===== config.mk =====
export PLATFORM = sky130hd
export DESIGN_NAME = simple_proc_core_flat
export DESIGN_NICKNAME = d
export VERILOG_FILES = /design/src/rtl/simple_proc_core_pkg.sv /design/src/rtl/simple_proc_core_if.sv /design/src/rtl/simple_proc_core_units.sv /design/src/rtl/simple_proc_core.sv /design/src/flat_wrapper.sv
export SDC_FILE = /design/constraint.sdc
export NUM_CORES = 1
export LEC_CHECK = 0
export ABC_AREA = 1
export CAP_MARGIN = 0
export CELL_PAD_IN_SITES_DETAIL_PLACEMENT = 1
export CELL_PAD_IN_SITES_GLOBAL_PLACEMENT = 2
export CORE_MARGIN = 4
export CORE_UTILIZATION = 35
export DETAILED_ROUTE_END_ITERATION = 16
export PLACE_DENSITY_LB_ADDON = 0.12
export RECOVER_POWER = 50
export SLEW_MARGIN = 20
export SYNTH_ARGS = -nofsm -noshare
export SYNTH_HDL_FRONTEND = slang
export SYNTH_SLANG_ARGS = --single-unit
export TNS_END_PERCENT = 10

===== constraint.sdc =====
create_clock -name Clock -period 5.02 [get_ports Clock]
set_clock_uncertainty 0.1 [all_clocks]
set_input_delay 1.004 -clock Clock [delete_from_list [all_inputs] [get_ports Clock]]
set_output_delay 1.004 -clock Clock [all_outputs]
set_load 0.01 [all_outputs]

===== src/rtl/simple_proc_core_pkg.sv =====
// Shared definitions for the simple processor core: widths, opcodes, step encoding.
package simple_proc_core_pkg;

  localparam int unsigned DATA_W   = 16;
  localparam int unsigned IR_W     = 10;
  localparam int unsigned NUM_REGS = 8;

  localparam logic [3:0] MV  = 4'b0000;
  localparam logic [3:0] MVI = 4'b0001;
  localparam logic [3:0] ADD = 4'b0010;
  localparam logic [3:0] SUB = 4'b0011;

  typedef enum logic [1:0] {
    T0 = 2'd0,
    T1 = 2'd1,
    T2 = 2'd2,
    T3 = 2'd3
  } step_t;

endpackage


===== src/rtl/simple_proc_core_if.sv =====
// Instruction/data input and bus/done output bundle of the processor core.
interface simple_proc_core_if;
  import simple_proc_core_pkg::*;

  logic [DATA_W-1:0] DIN;
  logic              Run;
  logic              Done;
  logic [DATA_W-1:0] BusWires;

  modport master (output DIN, output Run, input Done, input BusWires);
  modport slave  (input DIN, input Run, output Done, output BusWires);
endinterface


===== src/rtl/simple_proc_core_units.sv =====
// Datapath building blocks: loadable register, add/subtract unit, 3-to-8 decoder.

module regn #(
  parameter int unsigned W = 16
) (
  input  logic         Clock,
  input  logic         Reset,
  input  logic         en,
  input  logic [W-1:0] d,
  output logic [W-1:0] q
);
  // Load on enable; reset wins over any pending load.
  always_ff @(posedge Clock) begin
    if (Reset)   q <= '0;
    else if (en) q <= d;
  end
endmodule

module addsub
  import simple_proc_core_pkg::*;
(
  input  logic              sub,
  input  logic [DATA_W-1:0] a,
  input  logic [DATA_W-1:0] b,
  output logic [DATA_W-1:0] s
);
  // Modulo-2^16 add or subtract, no carry out.
  always_comb s = sub ? (a - b) : (a + b);
endmodule

module dec3to8 (
  input  logic [2:0] w,
  input  logic       en,
  output logic [7:0] y
);
  // One-hot register select.
  always_comb begin
    y = '0;
    if (en) y[w] = 1'b1;
  end
endmodule


===== src/rtl/simple_proc_core.sv =====
// Multi-cycle 16-bit core: step-counter FSM, shared bus mux and register file.
module simple_proc_core
  import simple_proc_core_pkg::*;
(
  input logic          Clock,
  input logic          Reset,
  simple_proc_core_if.slave io
);

  step_t             step, step_next;
  logic [IR_W-1:0]   ir;
  logic [DATA_W-1:0] r_q [NUM_REGS];
  logic [DATA_W-1:0] a_q, g_q, sum, bus;
  logic [3:0]        opcode;
  logic [7:0]        x_sel, y_sel, r_in, r_out;
  logic              ir_in, a_in, g_in, sub, done, din_out, g_out;

  assign opcode = ir[3:0];

  dec3to8 u_dec_x (.w(ir[6:4]), .en(1'b1), .y(x_sel));
  dec3to8 u_dec_y (.w(ir[9:7]), .en(1'b1), .y(y_sel));

  regn #(.W(IR_W))   u_ir (.Clock, .Reset, .en(ir_in), .d(io.DIN[IR_W-1:0]), .q(ir));
  regn #(.W(DATA_W)) u_a  (.Clock, .Reset, .en(a_in),  .d(bus), .q(a_q));
  regn #(.W(DATA_W)) u_g  (.Clock, .Reset, .en(g_in),  .d(sum), .q(g_q));

  for (genvar i = 0; i < NUM_REGS; i++) begin : g_reg
    regn #(.W(DATA_W)) u_r (.Clock, .Reset, .en(r_in[i]), .d(bus), .q(r_q[i]));
  end

  addsub u_alu (.sub(sub), .a(a_q), .b(bus), .s(sum));

  // Step counter register.
  always_ff @(posedge Clock) begin
    if (Reset) step <= T0;
    else       step <= step_next;
  end

  // Per-step control: bus source, register enables, ALU mode, Done and next step.
  always_comb begin
    step_next = step;
    ir_in     = 1'b0;
    a_in      = 1'b0;
    g_in      = 1'b0;
    r_in      = '0;
    r_out     = '0;
    din_out   = 1'b0;
    g_out     = 1'b0;
    sub       = 1'b0;
    done      = 1'b0;
    case (step)
      T0: begin
        din_out = 1'b1;
        if (io.Run) begin
          ir_in     = 1'b1;
          step_next = T1;
        end
      end
      T1: begin
        case (opcode)
          MV: begin
            r_out = y_sel;
            r_in  = x_sel;
            done  = 1'b1;
          end
          MVI: begin
            din_out = 1'b1;
            r_in    = x_sel;
            done    = 1'b1;
          end
          ADD, SUB: begin
            r_out     = x_sel;
            a_in      = 1'b1;
            step_next = T2;
          end
          default: begin
            din_out = 1'b1;
            done    = 1'b1;
          end
        endcase
      end
      T2: begin
        r_out     = y_sel;
        g_in      = 1'b1;
        sub       = (opcode == SUB);
        step_next = T3;
      end
      T3: begin
        g_out = 1'b1;
        r_in  = x_sel;
        done  = 1'b1;
      end
    endcase
    if (done) step_next = T0;
  end

  // Priority-free bus: control selects exactly one source per step.
  always_comb begin
    bus = '0;
    if (din_out) bus = bus | io.DIN;
    if (g_out)   bus = bus | g_q;
    for (int unsigned i = 0; i < NUM_REGS; i++) begin
      if (r_out[i]) bus = bus | r_q[i];
    end
  end

  assign io.BusWires = bus;
  assign io.Done     = done & ~Reset;

endmodule


===== src/flat_wrapper.sv =====
// flat-port wrapper written by rule: the top's interface ports become plain ports
module simple_proc_core_flat import simple_proc_core_pkg::*;
  (Clock, Reset, io_DIN, io_Run, io_Done, io_BusWires);
  simple_proc_core_if io_i ();
  input logic Clock;
  input logic Reset;
  input wire logic [$bits(io_i.DIN)-1:0] io_DIN;
  input wire logic [$bits(io_i.Run)-1:0] io_Run;
  output wire logic [$bits(io_i.Done)-1:0] io_Done;
  output wire logic [$bits(io_i.BusWires)-1:0] io_BusWires;
  assign io_i.DIN = io_DIN;
  assign io_i.Run = io_Run;
  assign io_Done = io_i.Done;
  assign io_BusWires = io_i.BusWires;
  simple_proc_core u_core (.Clock(Clock), .Reset(Reset), .io(io_i));
endmodule

==> results.py <==
metrics = {
    "power": {
        "swShare_pct": 44.8,
        "power.internal_mw": 3.02,
        "peakVddDrop_uv": 267,
        "p_per_area_mw_per_mm2": 527,
        "clkPwrFrac_pct": 24.2,
        "combPwrFrac_pct": 46.0,
        "pwr-share-seq_pct": 29.8,
        "p_switching_mw": 2.45,
        "p_leak_nw": 4.92,
    },
    "synth": {
        "ys_async_sr_fraction_pct": 0,
        "syn_area_sq_mm": 0.00899,
        "ys_ff_latch": 172,
        "postSynthAreaPerCell_sq_um": 7.08,
        "yosysMostFrequentCell": "nand2_1",
        "syn-instance-count": 1270,
        "yosysTopAreaCell": "dfxtp_1",
        "synth_cell_types": 46,
        "ys_top_cells_by_count": "nand2_1 (199), inv_1 (173), dfxtp_1 (172)",
        "yosys_warnings": 0,
        "ys.flop_type": "dfxtp_1",
        "ys_seq_area_share_pct": 38.3,
        "synth_area_leaders": "dfxtp_1 (38%), nand2_1 (8.3%), o21ai_0 (8.1%)",
        "synth_edf_count": 0,
        "synth_top_area_share_pct": 38.3,
        "syn_nets": 1312,
    },
    "critical_path": {
        "worstSetupStartpoint": "u_core.step[1]",
        "critical_path.most_common_cell": "nand2_1",
        "arrival_ns": 4.97,
        "cp.required_ns": 5.27,
        "critical-path-max-stage-delay_ns": 0.35,
        "r2r-end": "u_core.u_g.q[12]",
        "crit_path_end_kind": "flop",
        "start_kind": "flop",
        "r2r_cells": 32,
        "regToRegStartpoint": "u_core.step[1]",
        "worstPathMaxFanout": 8,
        "crit_type": "flop to flop",
        "worstSetupEndpoint": "u_core.u_g.q[12]",
        "crit_slowest_cell": "dfxtp_2",
        "reg2reg_slack_ns": 0.30,
    },
    "sta": {
        "min_period_ns": 4.72,
        "tightestPinTransition_ns": 1.77,
        "fmax_mhz": 212,
        "period_share_pct": 94.0,
        "rsz0062_at_grt": "no",
        "setup_violations": 0,
        "slew_headroom_pct": -18.1,
        "finalHoldViolCount": 0,
        "timing.final.max_slew_violations": 31,
        "setup_tns_ns": 0,
        "timing.final.ws_setup_ns": 0.299,
    },
    "floorplanning": {
        "die_h_um": 168,
        "rows": 58,
        "die_w_um": 168,
        "boundaryPins": 36,
        "start_util_pct": 35.6,
        "coreArea_sq_mm": 0.0253,
        "dieArea_sq_mm": 0.0283,
    },
    "routing": {
        "vias": 8433,
        "ant_nets": 0,
        "wl_per_cell_um": 19.3,
        "drcViolationCount": 0,
        "viasPerCell": 5.10,
        "first_iter_violations": 548,
        "finalWirelength_um": 32000,
        "drtPass1Iterations": 5,
    },
    "placement": {
        "hpwlAfterDp_um": 23500,
        "io_buffers": 35,
        "gp_congestion": 0.869,
        "pre_cts_slack_ns": 0.101,
    },
    "clocking": {
        "htreeDepth": 4,
        "cts-buffers-inserted": 17,
        "clk_pin_slew_ns": 0.08,
        "clk_path_buf_depth": 2,
        "root_buffer": "clkbuf_16",
        "clock_latency_ns": 0.45,
        "clock_sinks": 172,
        "cts_tree": "yes",
    },
    "cells_and_area": {
        "antenna_cells": 0,
        "fin_util_pct": 41.2,
        "layout-drive-gt1-share_pct": 12.5,
        "syn2layout_area_growth_pct": 15.6,
        "nNetsFinal": 1354,
    },
    "grt": {
        "track_usage_pct": 22.6,
        "antenna_found_initial": 0,
        "grt_pass1_wl_um": 49200,
        "grt-ovfl-total": 0,
        "grt_max_degree": 53,
        "grt_pass1_vias": 8339,
    },
    "hold_path": {
        "holdCritPathClass": "flop to flop",
    },
    "outcome": {
        "outcome": "finished with violations",
        "violations": "max-capacitance violations, max-slew violations",
    },
    "flow_run": {
        "maxCapViolCount": 1,
    },
}
power groups by stage:
stage | Sequential (mW) | Combinational (mW) | Clock [mW]
floorplan | 1.63 | 1.52 | 0
global placement | 1.65 | 2.50 | 0
detailed placement | 1.66 | 2.51 | 0
CTS | 1.63 | 2.52 | 1.36
global route | 1.65 | 2.74 | 1.40
finish | 1.63 | 2.52 | 1.32
logic make-up after synthesis:
family / share of synthesized area, %
fa+ha+maj: 3.28
compound gates: 21.2
simple gates: 23.4
flops: 38.3
xor+xnor: 2.49
buf+inv: 11.4
stage by stage:
stage                     hold WS, ns  power, mW  std cells  cell area [sq um]
after global routing            0.389       5.79       1655              10400
after detailed placement        0.352       4.17       1622               9830
after CTS                       0.365       5.51       1654              10400
after floorplan                 0.331       3.14       1270               8990
after global placement          0.353       4.15       1622               9830
final                           0.370       5.47       1655              10400
final cells by class:
class / count / area, sq um
fillers: 3175 / 14900
multi-input cells: 845 / 4540
flip-flops and latches: 172 / 3450
repair buffers: 89 / 729
inverters: 187 / 706
clock buffers: 17 / 425
well taps: 330 / 413
clock inverters: 15 / 135
critical path, delay by kind of cell, from the launching register on:
kind            cells  cell delay (ns)
compound gates      6             1.03
xor+xnor            1             0.13
fa+ha+maj           3             0.75
buf+inv             7             0.61
flops               1             0.35
simple gates       15             1.59
state kept, by name, summed over array words and instances (netlist names):
| register | cells |
|---|---|
| u_core.g.u_r.q | 128 |
| u_core.u_ir.q | 10 |
| u_core.u_a.q | 16 |
| u_core.step | 2 |
| u_core.u_g.q | 16 |
routing by layer:
metal / global-route usage [%] / vias to the layer above / share of wire (%) / routed length [um]
met5: 0 / - / 0 / 0
met4: 4.41 / 0 / 0.82 / 263
met3: 2.96 / 16 / 3.6 / 1140
met2: 36.5 / 124 / 46 / 14700
met1: 32.5 / 4094 / 50 / 15900
li1: - / 4199 / - / -
cells in the final DEF, fill, tap and decap left out, drive strengths merged:
cell type / netlist / layout
a21boi: 4 / 4
dfxtp: 172 / 172
nand3: 66 / 66
clkinvlp: 0 / 3
xnor2: 5 / 5
o22ai: 4 / 4
buf: 22 / 48
and3: 1 / 1
a21o: 2 / 2
clkbuf: 44 / 24
nor3b: 1 / 1
nor4: 1 / 1
o21bai: 2 / 2
a31oi: 1 / 1
dlygate4sd3: 0 / 1
nand3b: 3 / 3
inv: 184 / 190
nor2: 129 / 129
ha: 22 / 22
o211ai: 39 / 39
xor2: 18 / 18
xnor3: 1 / 1
nor3: 19 / 19
o2111ai: 1 / 1
a22oi: 5 / 5
clkinv: 3 / 9
a211oi: 7 / 7
a21oi: 129 / 129
clkdlybuf4s50: 0 / 33
fa: 1 / 1
nand2: 230 / 230
o21ai: 151 / 151
or2: 2 / 2
nand4: 1 / 1
worst min-delay path by stage:
stage                              startpoint                         to  slack, ns  depth (start not counted)
finish              u_core.g_reg[5].u_r.q[15]  u_core.g_reg[5].u_r.q[15]       0.37                          2
global route        u_core.g_reg[5].u_r.q[15]  u_core.g_reg[5].u_r.q[15]       0.39                          2
CTS                 u_core.g_reg[5].u_r.q[15]  u_core.g_reg[5].u_r.q[15]       0.37                          2
detailed placement  u_core.g_reg[5].u_r.q[15]  u_core.g_reg[5].u_r.q[15]       0.35                          2
global placement    u_core.g_reg[2].u_r.q[15]  u_core.g_reg[2].u_r.q[15]       0.35                          2
floorplan           u_core.g_reg[5].u_r.q[15]  u_core.g_reg[5].u_r.q[15]       0.33                          2
timing repair:
item                                    4_1_cts  5_1_grt
hold endpoints to repair                      0        0
resized for setup                             0       13
endpoints found under the setup margin        0        5
hold buffers                                  0        0
setup buffers                                 0        1
(Power assumes the default switching activity.)
